===== src/rtl/hazard_sequencer_if.sv =====
// Pipeline status and control bundle exchanged between decode/execute and the hazard sequencer.
interface hazard_sequencer_if;
    // Status from decode and the ID/EX register
    logic       rd_en_E;
    logic       wr_en_regf_E;
    logic [1:0] RB_E;
    logic [1:0] ra_D;
    logic [1:0] rb_D;
    logic       use_ra_D;
    logic       use_rb_D;
    logic       is_2_byte_D;
    logic       branch_taken_E;
    logic       is_ret_E;
    logic       intr;

    // Pipeline control back to fetch/decode/execute
    logic       stall_F;
    logic       stall_D;
    logic       flush_D;
    logic       flush_E;
    logic       int_push;
    logic       pc_src_int;
    logic       intr_ack;
    logic [2:0] state_o;

    // Sequencer side: consumes status, drives control
    modport master (
        input  rd_en_E, wr_en_regf_E, RB_E, ra_D, rb_D, use_ra_D, use_rb_D,
               is_2_byte_D, branch_taken_E, is_ret_E, intr,
        output stall_F, stall_D, flush_D, flush_E, int_push, pc_src_int,
               intr_ack, state_o
    );

    // Pipeline side: drives status, consumes control
    modport slave (
        output rd_en_E, wr_en_regf_E, RB_E, ra_D, rb_D, use_ra_D, use_rb_D,
               is_2_byte_D, branch_taken_E, is_ret_E, intr,
        input  stall_F, stall_D, flush_D, flush_E, int_push, pc_src_int,
               intr_ack, state_o
    );
endinterface


===== src/rtl/hazard_sequencer.sv =====
// Central pipeline controller: stall/flush of IF/ID and ID/EX for load-use,
// taken branches, RET kill window, 2-byte fetch and interrupt entry.
module hazard_sequencer #(
    parameter int unsigned RET_BUBBLES  = 3,
    parameter int unsigned DRAIN_CYCLES = 2
) (
    input  logic             clk,
    input  logic             reset,
    hazard_sequencer_if.master hz
);

    localparam logic [2:0] RUN       = 3'd0;
    localparam logic [2:0] IMM       = 3'd1;
    localparam logic [2:0] RET_WAIT  = 3'd2;
    localparam logic [2:0] INT_DRAIN = 3'd3;
    localparam logic [2:0] INT_PUSH  = 3'd4;
    localparam logic [2:0] INT_JUMP  = 3'd5;

    localparam logic [2:0] RET_LOAD   = 3'(RET_BUBBLES - 1);
    localparam logic [2:0] DRAIN_LOAD = 3'(DRAIN_CYCLES - 1);

    logic [2:0] state;
    logic [2:0] state_nx;
    logic [2:0] cnt;
    logic [2:0] cnt_nx;
    logic       intr_q;
    logic       intr_pend;
    logic       load_use;

    logic       c_stall_F;
    logic       c_stall_D;
    logic       c_flush_D;
    logic       c_flush_E;
    logic       c_int_push;
    logic       c_pc_src_int;
    logic       c_intr_ack;

    assign load_use = hz.rd_en_E & hz.wr_en_regf_E &
                      ((hz.use_ra_D & (hz.ra_D == hz.RB_E)) |
                       (hz.use_rb_D & (hz.rb_D == hz.RB_E)));

    // Interrupt history flop: deliberately unreset so it keeps sampling while
    // reset is held, which stops a level already high at release from
    // looking like a fresh rising edge.
    always_ff @(posedge clk) begin
        intr_q <= hz.intr;
    end

    // Pending interrupt: set on rising edge of intr, cleared by acknowledge; set wins
    always_ff @(posedge clk or posedge reset) begin
        if (reset) begin
            intr_pend <= 1'b0;
        end else if (hz.intr & ~intr_q) begin
            intr_pend <= 1'b1;
        end else if (c_intr_ack) begin
            intr_pend <= 1'b0;
        end
    end

    // State and bubble/drain counter registers
    always_ff @(posedge clk or posedge reset) begin
        if (reset) begin
            state <= RUN;
            cnt   <= '0;
        end else begin
            state <= state_nx;
            cnt   <= cnt_nx;
        end
    end

    // Next-state and raw control decode
    always_comb begin
        state_nx     = RUN;
        cnt_nx       = cnt;
        c_stall_F    = 1'b0;
        c_stall_D    = 1'b0;
        c_flush_D    = 1'b0;
        c_flush_E    = 1'b0;
        c_int_push   = 1'b0;
        c_pc_src_int = 1'b0;
        c_intr_ack   = 1'b0;

        case (state)
            // RUN and IMM share the redirect rules; IMM then falls back to
            // its fixed immediate-fetch bubble instead of the RUN hazard list.
            RUN, IMM: begin
                if (hz.is_ret_E) begin
                    c_flush_D = 1'b1;
                    c_flush_E = 1'b1;
                    c_stall_F = 1'b1;
                    cnt_nx    = RET_LOAD;
                    state_nx  = (RET_BUBBLES == 1) ? RUN : RET_WAIT;
                end else if (hz.branch_taken_E) begin
                    c_flush_D = 1'b1;
                    c_flush_E = 1'b1;
                end else if (state == IMM) begin
                    c_stall_D = 1'b1;
                    c_flush_E = 1'b1;
                end else if (load_use) begin
                    c_stall_F = 1'b1;
                    c_stall_D = 1'b1;
                    c_flush_E = 1'b1;
                end else if (intr_pend) begin
                    c_stall_F = 1'b1;
                    c_flush_D = 1'b1;
                    cnt_nx    = DRAIN_LOAD;
                    state_nx  = INT_DRAIN;
                end else if (hz.is_2_byte_D) begin
                    c_stall_D = 1'b1;
                    c_flush_E = 1'b1;
                    state_nx  = IMM;
                end
            end
            // The RUN cycle that sees the RET is the first bubble, so the
            // wait ends when the decremented count reaches zero.
            RET_WAIT: begin
                c_flush_D = 1'b1;
                c_flush_E = 1'b1;
                c_stall_F = 1'b1;
                cnt_nx    = cnt - 3'd1;
                state_nx  = (cnt <= 3'd1) ? RUN : RET_WAIT;
            end
            // The RUN detect cycle is not a drain cycle, so the drain spends
            // DRAIN_CYCLES cycles here and exits on a count already at zero.
            INT_DRAIN: begin
                c_stall_F = 1'b1;
                c_flush_D = 1'b1;
                if (cnt == 3'd0) begin
                    state_nx = INT_PUSH;
                end else begin
                    cnt_nx   = cnt - 3'd1;
                    state_nx = INT_DRAIN;
                end
            end
            INT_PUSH: begin
                c_int_push = 1'b1;
                c_stall_F  = 1'b1;
                c_flush_D  = 1'b1;
                c_flush_E  = 1'b1;
                state_nx   = INT_JUMP;
            end
            INT_JUMP: begin
                c_pc_src_int = 1'b1;
                c_intr_ack   = 1'b1;
                c_flush_D    = 1'b1;
                state_nx     = RUN;
            end
            default: begin
                state_nx = RUN;
            end
        endcase
    end

    // Outputs are forced low for as long as reset is held
    always_comb begin
        hz.stall_F    = c_stall_F    & ~reset;
        hz.stall_D    = c_stall_D    & ~reset;
        hz.flush_D    = c_flush_D    & ~reset;
        hz.flush_E    = c_flush_E    & ~reset;
        hz.int_push   = c_int_push   & ~reset;
        hz.pc_src_int = c_pc_src_int & ~reset;
        hz.intr_ack   = c_intr_ack   & ~reset;
        hz.state_o    = state;
    end

endmodule

===== src/flat_wrapper.sv =====
// flat-port wrapper written by rule: the top's interface ports become plain ports
module hazard_sequencer_flat 
#(
    parameter int unsigned RET_BUBBLES  = 3,
    parameter int unsigned DRAIN_CYCLES = 2
)
  (clk, reset, hz_rd_en_E, hz_wr_en_regf_E, hz_RB_E, hz_ra_D, hz_rb_D, hz_use_ra_D, hz_use_rb_D, hz_is_2_byte_D, hz_branch_taken_E, hz_is_ret_E, hz_intr, hz_stall_F, hz_stall_D, hz_flush_D, hz_flush_E, hz_int_push, hz_pc_src_int, hz_intr_ack, hz_state_o);
  hazard_sequencer_if hz_i ();
  input  logic clk;
  input  logic reset;
  input wire logic [$bits(hz_i.rd_en_E)-1:0] hz_rd_en_E;
  input wire logic [$bits(hz_i.wr_en_regf_E)-1:0] hz_wr_en_regf_E;
  input wire logic [$bits(hz_i.RB_E)-1:0] hz_RB_E;
  input wire logic [$bits(hz_i.ra_D)-1:0] hz_ra_D;
  input wire logic [$bits(hz_i.rb_D)-1:0] hz_rb_D;
  input wire logic [$bits(hz_i.use_ra_D)-1:0] hz_use_ra_D;
  input wire logic [$bits(hz_i.use_rb_D)-1:0] hz_use_rb_D;
  input wire logic [$bits(hz_i.is_2_byte_D)-1:0] hz_is_2_byte_D;
  input wire logic [$bits(hz_i.branch_taken_E)-1:0] hz_branch_taken_E;
  input wire logic [$bits(hz_i.is_ret_E)-1:0] hz_is_ret_E;
  input wire logic [$bits(hz_i.intr)-1:0] hz_intr;
  output wire logic [$bits(hz_i.stall_F)-1:0] hz_stall_F;
  output wire logic [$bits(hz_i.stall_D)-1:0] hz_stall_D;
  output wire logic [$bits(hz_i.flush_D)-1:0] hz_flush_D;
  output wire logic [$bits(hz_i.flush_E)-1:0] hz_flush_E;
  output wire logic [$bits(hz_i.int_push)-1:0] hz_int_push;
  output wire logic [$bits(hz_i.pc_src_int)-1:0] hz_pc_src_int;
  output wire logic [$bits(hz_i.intr_ack)-1:0] hz_intr_ack;
  output wire logic [$bits(hz_i.state_o)-1:0] hz_state_o;
  assign hz_i.rd_en_E = hz_rd_en_E;
  assign hz_i.wr_en_regf_E = hz_wr_en_regf_E;
  assign hz_i.RB_E = hz_RB_E;
  assign hz_i.ra_D = hz_ra_D;
  assign hz_i.rb_D = hz_rb_D;
  assign hz_i.use_ra_D = hz_use_ra_D;
  assign hz_i.use_rb_D = hz_use_rb_D;
  assign hz_i.is_2_byte_D = hz_is_2_byte_D;
  assign hz_i.branch_taken_E = hz_branch_taken_E;
  assign hz_i.is_ret_E = hz_is_ret_E;
  assign hz_i.intr = hz_intr;
  assign hz_stall_F = hz_i.stall_F;
  assign hz_stall_D = hz_i.stall_D;
  assign hz_flush_D = hz_i.flush_D;
  assign hz_flush_E = hz_i.flush_E;
  assign hz_int_push = hz_i.int_push;
  assign hz_pc_src_int = hz_i.pc_src_int;
  assign hz_intr_ack = hz_i.intr_ack;
  assign hz_state_o = hz_i.state_o;
  hazard_sequencer #(.RET_BUBBLES(RET_BUBBLES), .DRAIN_CYCLES(DRAIN_CYCLES)) u_core (.clk(clk), .reset(reset), .hz(hz_i));
endmodule

===== config.mk =====
export PLATFORM = sky130hd
export DESIGN_NAME = hazard_sequencer_flat
export DESIGN_NICKNAME = d
export VERILOG_FILES = /design/src/rtl/hazard_sequencer_if.sv /design/src/rtl/hazard_sequencer.sv /design/src/flat_wrapper.sv
export SDC_FILE = /design/constraint.sdc
export NUM_CORES = 1
export LEC_CHECK = 0
export BUFFER_PORTS_ARGS = -buffer_cell sky130_fd_sc_hd__buf_2
export CORE_MARGIN = 2
export CORE_UTILIZATION = 40
export CTS_CLUSTER_SIZE = 8
export DETAILED_ROUTE_END_ITERATION = 8
export GPL_ROUTABILITY_DRIVEN = 0
export PLACE_DENSITY = 0.72
export SLEW_MARGIN = 20
export SYNTH_ARGS = -nofsm -noshare
export SYNTH_HDL_FRONTEND = slang
export SYNTH_SLANG_ARGS = --single-unit

===== constraint.sdc =====
create_clock -name clk -period 2.3 [get_ports clk]
set_input_delay 0.23 -clock clk [delete_from_list [all_inputs] [get_ports clk]]
set_output_delay 0.23 -clock clk [all_outputs]
set_load 0.01 [all_outputs]

==> impl_metrics.env <==
export IMPL_ratio_of_cells_with_drive_above_1_in_the_final_layout_pct=26.4
export IMPL_timing_clock_skew_ns=0.00448
export IMPL_design_core_area_um2=1520
export IMPL_syn_inst=84
export IMPL_die_height_um=44.6
export IMPL_synth_cell_types=33
export IMPL_finalCriticalPeriod_ns=1.93
export IMPL_status="complete, no violations"
export IMPL_yosysSeqAreaShare_pct=29.7
export IMPL_post_cts_setup_buffers=0
export IMPL_antenna_found_initial=0
export IMPL_hold_buffers=1
export IMPL_worstPathCellList="inv_1 -> nand2_1 -> a21oi_1 -> a311oi_1 -> buf_2"
export IMPL_cts_clk_slew_worst_paths_ns=0.06
export IMPL_antenna_diodes=0
export IMPL_cp_required_ns=2.07
export IMPL_postSynthRegisterBits=8
export IMPL_hold_viol=0
export IMPL_final_period_utilization_pct=84.1
export IMPL_drt_total_wl_um=1550
export IMPL_fin_tns_setup_ns=0
export IMPL_drt_iter0_markers=13
export IMPL_critical_path_max_stage_delay_ns=0.64
export IMPL_rows=14
export IMPL_timing_critical_path_fanout_max=16
export IMPL_portBuffers=25
export IMPL_yosys_warnings=0
export IMPL_tritoncts_num_buffers=3
export IMPL_r2r_worst_path_cells=4
export IMPL_clock_sinks=8
export IMPL_groute_usage_overall_pct=18.4
export IMPL_hold_path_class="in2reg"
export IMPL_critical_path_endpoint_type="primary output"
export IMPL_ioPinCount=26
export IMPL_slew_headroom_pct=67.3
export IMPL_post_drt_wl_per_cell_um=12.3
export IMPL_grt_overflow=0
export IMPL_syn_to_final_growth_pct=24.7
export IMPL_worst_slew_pin_slew_ns=0.486
export IMPL_route_vias_total=728
export IMPL_grt_start_max_net_pins=17
export IMPL_place_hpwl_um=1220
export IMPL_syn_area_um2=658
export IMPL_crit_type="reg2out"
export IMPL_htree_num_levels=1
export IMPL_route_detailed_vias_per_inst=5.78
export IMPL_avgSynthCellArea_um2=7.83
export IMPL_drc=0
export IMPL_power_leakage_nw=0.399
export IMPL_worstHoldStart="hz_intr"
export IMPL_place_inst=121
export IMPL_grt_pass1_wl_um=2670
export IMPL_timing_critical_path_from_type="register"
export IMPL_rsz_0062_raised_after_global_routing="false"
export IMPL_cts_buffer_depth=2
export IMPL_number_of_cells_on_the_worst_hold_path=1
export IMPL_power_per_cell_area_nw_per_um2=948
export IMPL_clock_tree_root_cell="clkbuf_4"
export IMPL_critical_path_reg2reg_endpoint="u_core.cnt[2]"
export IMPL_fmaxAchievable_ghz=0.517
export IMPL_drv_max_cap_violation_count=0
export IMPL_finalCoreUtilization_pct=53.9
export IMPL_fillCellCount=150
export IMPL_r2r_slack_ns=0.39
export IMPL_post_cts_resized_instances=0
export IMPL_dieWidth_um=44.6
export IMPL_setup_violations=0
export IMPL_first_global_vias=609
export IMPL_dieArea_um2=1990
export IMPL_layoutNonFillerInstCount=126
export IMPL_num_nets_final=130
export IMPL_ir_drop_worst_vdd_v=0.000508
export IMPL_initial_core_util_pct=43.2
export IMPL_cts_tree="built"
export IMPL_worst_endpoint_arrival_ns=1.70
export IMPL_mappedNetlistNets=103
export IMPL_antenna_left=0
export IMPL_hold_path_end="u_core.intr_q"
export IMPL_drt_pass1_iterations=4
export IMPL_clkLatencyLatePin_ns=0.26
export IMPL_critical_path_slowest_cell="dfrtp_1"
export IMPL_fin_hold_ws_ns=0.0865
export IMPL_rr_startpoint="u_core.hz.state_o[1]"
export IMPL_drv_slew=0
[cells in the mapped netlist (all sizes together)]
library cell,instances,share of area (%)
and3b,1,1.3
nor4,4,4.8
a311o,2,3.0
o21ai,5,3.8
nand4,1,0.95
nor3,3,2.3
nand2,11,6.3
o32ai,1,1.3
o311ai,1,1.3
a2bb2oi,1,1.3
buf,1,1.1
dfrtp,7,27
ha,3,5.7
maj3,1,1.5
nand2b,2,1.9
nand3,2,1.5
a211oi,1,1.1
o211ai,1,1.1
inv,7,4.0
a311oi,2,2.7
a21bo,1,1.5
mux2i,1,1.5
nor2,8,4.6
a22o,1,1.3
clkbuf,3,1.7
o21a,1,1.1
xor2,2,2.7
a21oi,5,3.8
nor4b,2,2.7
nor2b,1,0.95
dfxtp,1,3.0
o2111ai,1,1.3
[worst max-delay path, delay by kind of cell (launching register included)]
family	cells	cell delay [ns]
AOI/OAI and AO/OA	2	0.30
DFF	1	0.64
buffers and inverters	2	0.40
and+or+nand+nor	1	0.11
[routing by layer]
metal	up-vias	track usage [%]	share of wire, %
met5	-	0	0
met4	0	5.45	1.1
met3	2	4.90	6.5
met2	30	29.3	46
met1	334	24.1	46
li1	362	-	-
[report_power, final]
| part | leakage (nW) | switching, mW | internal (mW) |
|---|---|---|---|
| Combinational | 0.292 | 0.200 | 0.185 |
| Sequential | 0.0914 | 0.0895 | 0.188 |
| Clock | 0.0150 | 0.0498 | 0.0665 |
[cells in the final DEF, fill, tap and decap left out]
cell type | netlist | final
a2bb2oi_1 | 1 | 1
inv_1 | 7 | 7
dlygate4sd3_1 | 0 | 1
and3b_1 | 1 | 1
mux2i_1 | 1 | 1
a22o_1 | 1 | 1
nand4_1 | 1 | 1
o2111ai_1 | 1 | 1
o21ai_0 | 5 | 5
clkbuf_1 | 3 | 1
a21bo_1 | 1 | 1
o311ai_0 | 1 | 1
a311o_1 | 2 | 2
nand2_1 | 11 | 11
o21a_1 | 1 | 1
clkbuf_4 | 0 | 3
o211ai_1 | 1 | 1
nor3_1 | 3 | 3
nor4_2 | 1 | 1
a211oi_1 | 1 | 1
a311oi_1 | 2 | 2
maj3_1 | 1 | 1
nor2b_1 | 1 | 1
nor4_1 | 3 | 3
nand3_1 | 2 | 2
o32ai_1 | 1 | 1
a21oi_1 | 5 | 5
buf_2 | 0 | 25
ha_1 | 3 | 3
dfxtp_1 | 1 | 1
nor4b_1 | 2 | 2
nand2b_1 | 2 | 2
xor2_1 | 2 | 2
nor2_1 | 8 | 8
dfrtp_1 | 7 | 7
[flip-flops by register name, indices dropped and copies added (netlist names)]
name,flops
u_core.hz.state_o,3
u_core.cnt,3
u_core.intr_q,1
u_core.intr_pend,1
[cells by family after synthesis]
kind of cell	synth area share, %
adder cells (fa/ha/maj)	7.23
multiplexers	1.52
flip-flops	29.7
AND/OR/NAND/NOR	27.2
XOR/XNOR	2.66
AO/OA/AOI/OAI	24.9
buffers and inverters	6.85
[how the worst max path moves through the flow]
stage | from | endpoint | slack, ns | cells past startpoint
floorplan | u_core.hz.state_o[1] | hz_flush_E | 0.69 | 3
global placement | hz_RB_E[0] | hz_flush_D | 0.41 | 7
detailed placement | hz_RB_E[0] | hz_flush_D | 0.42 | 7
CTS | u_core.hz.state_o[1] | hz_flush_E | 0.36 | 4
global route | hz_RB_E[0] | hz_flush_D | 0.16 | 7
finish | u_core.hz.state_o[2] | hz_stall_F | 0.37 | 5
[per-stage QoR]
step | worst slack, ns | total power, mW | instance area [um^2]
after floorplan | 0.688 | 0.553 | 658
after global placement | 0.406 | 0.658 | 785
after detailed placement | 0.416 | 0.661 | 785
after CTS | 0.361 | 0.784 | 821
after global routing | 0.165 | 0.860 | 821
final | 0.366 | 0.778 | 821
[area by class of cell]
cell class / instances / area, um^2 / area share (%)
Multi-Input combinational cell: 65 / 418 / 50.9
Sequential cell: 8 / 195 / 23.8
Timing Repair Buffer: 26 / 135 / 16.5
Clock buffer: 4 / 26.3 / 3.20
Inverter: 7 / 26.3 / 3.20
Tap cell: 16 / 20.0 / 2.44
Power figures use the tool's default switching activity.
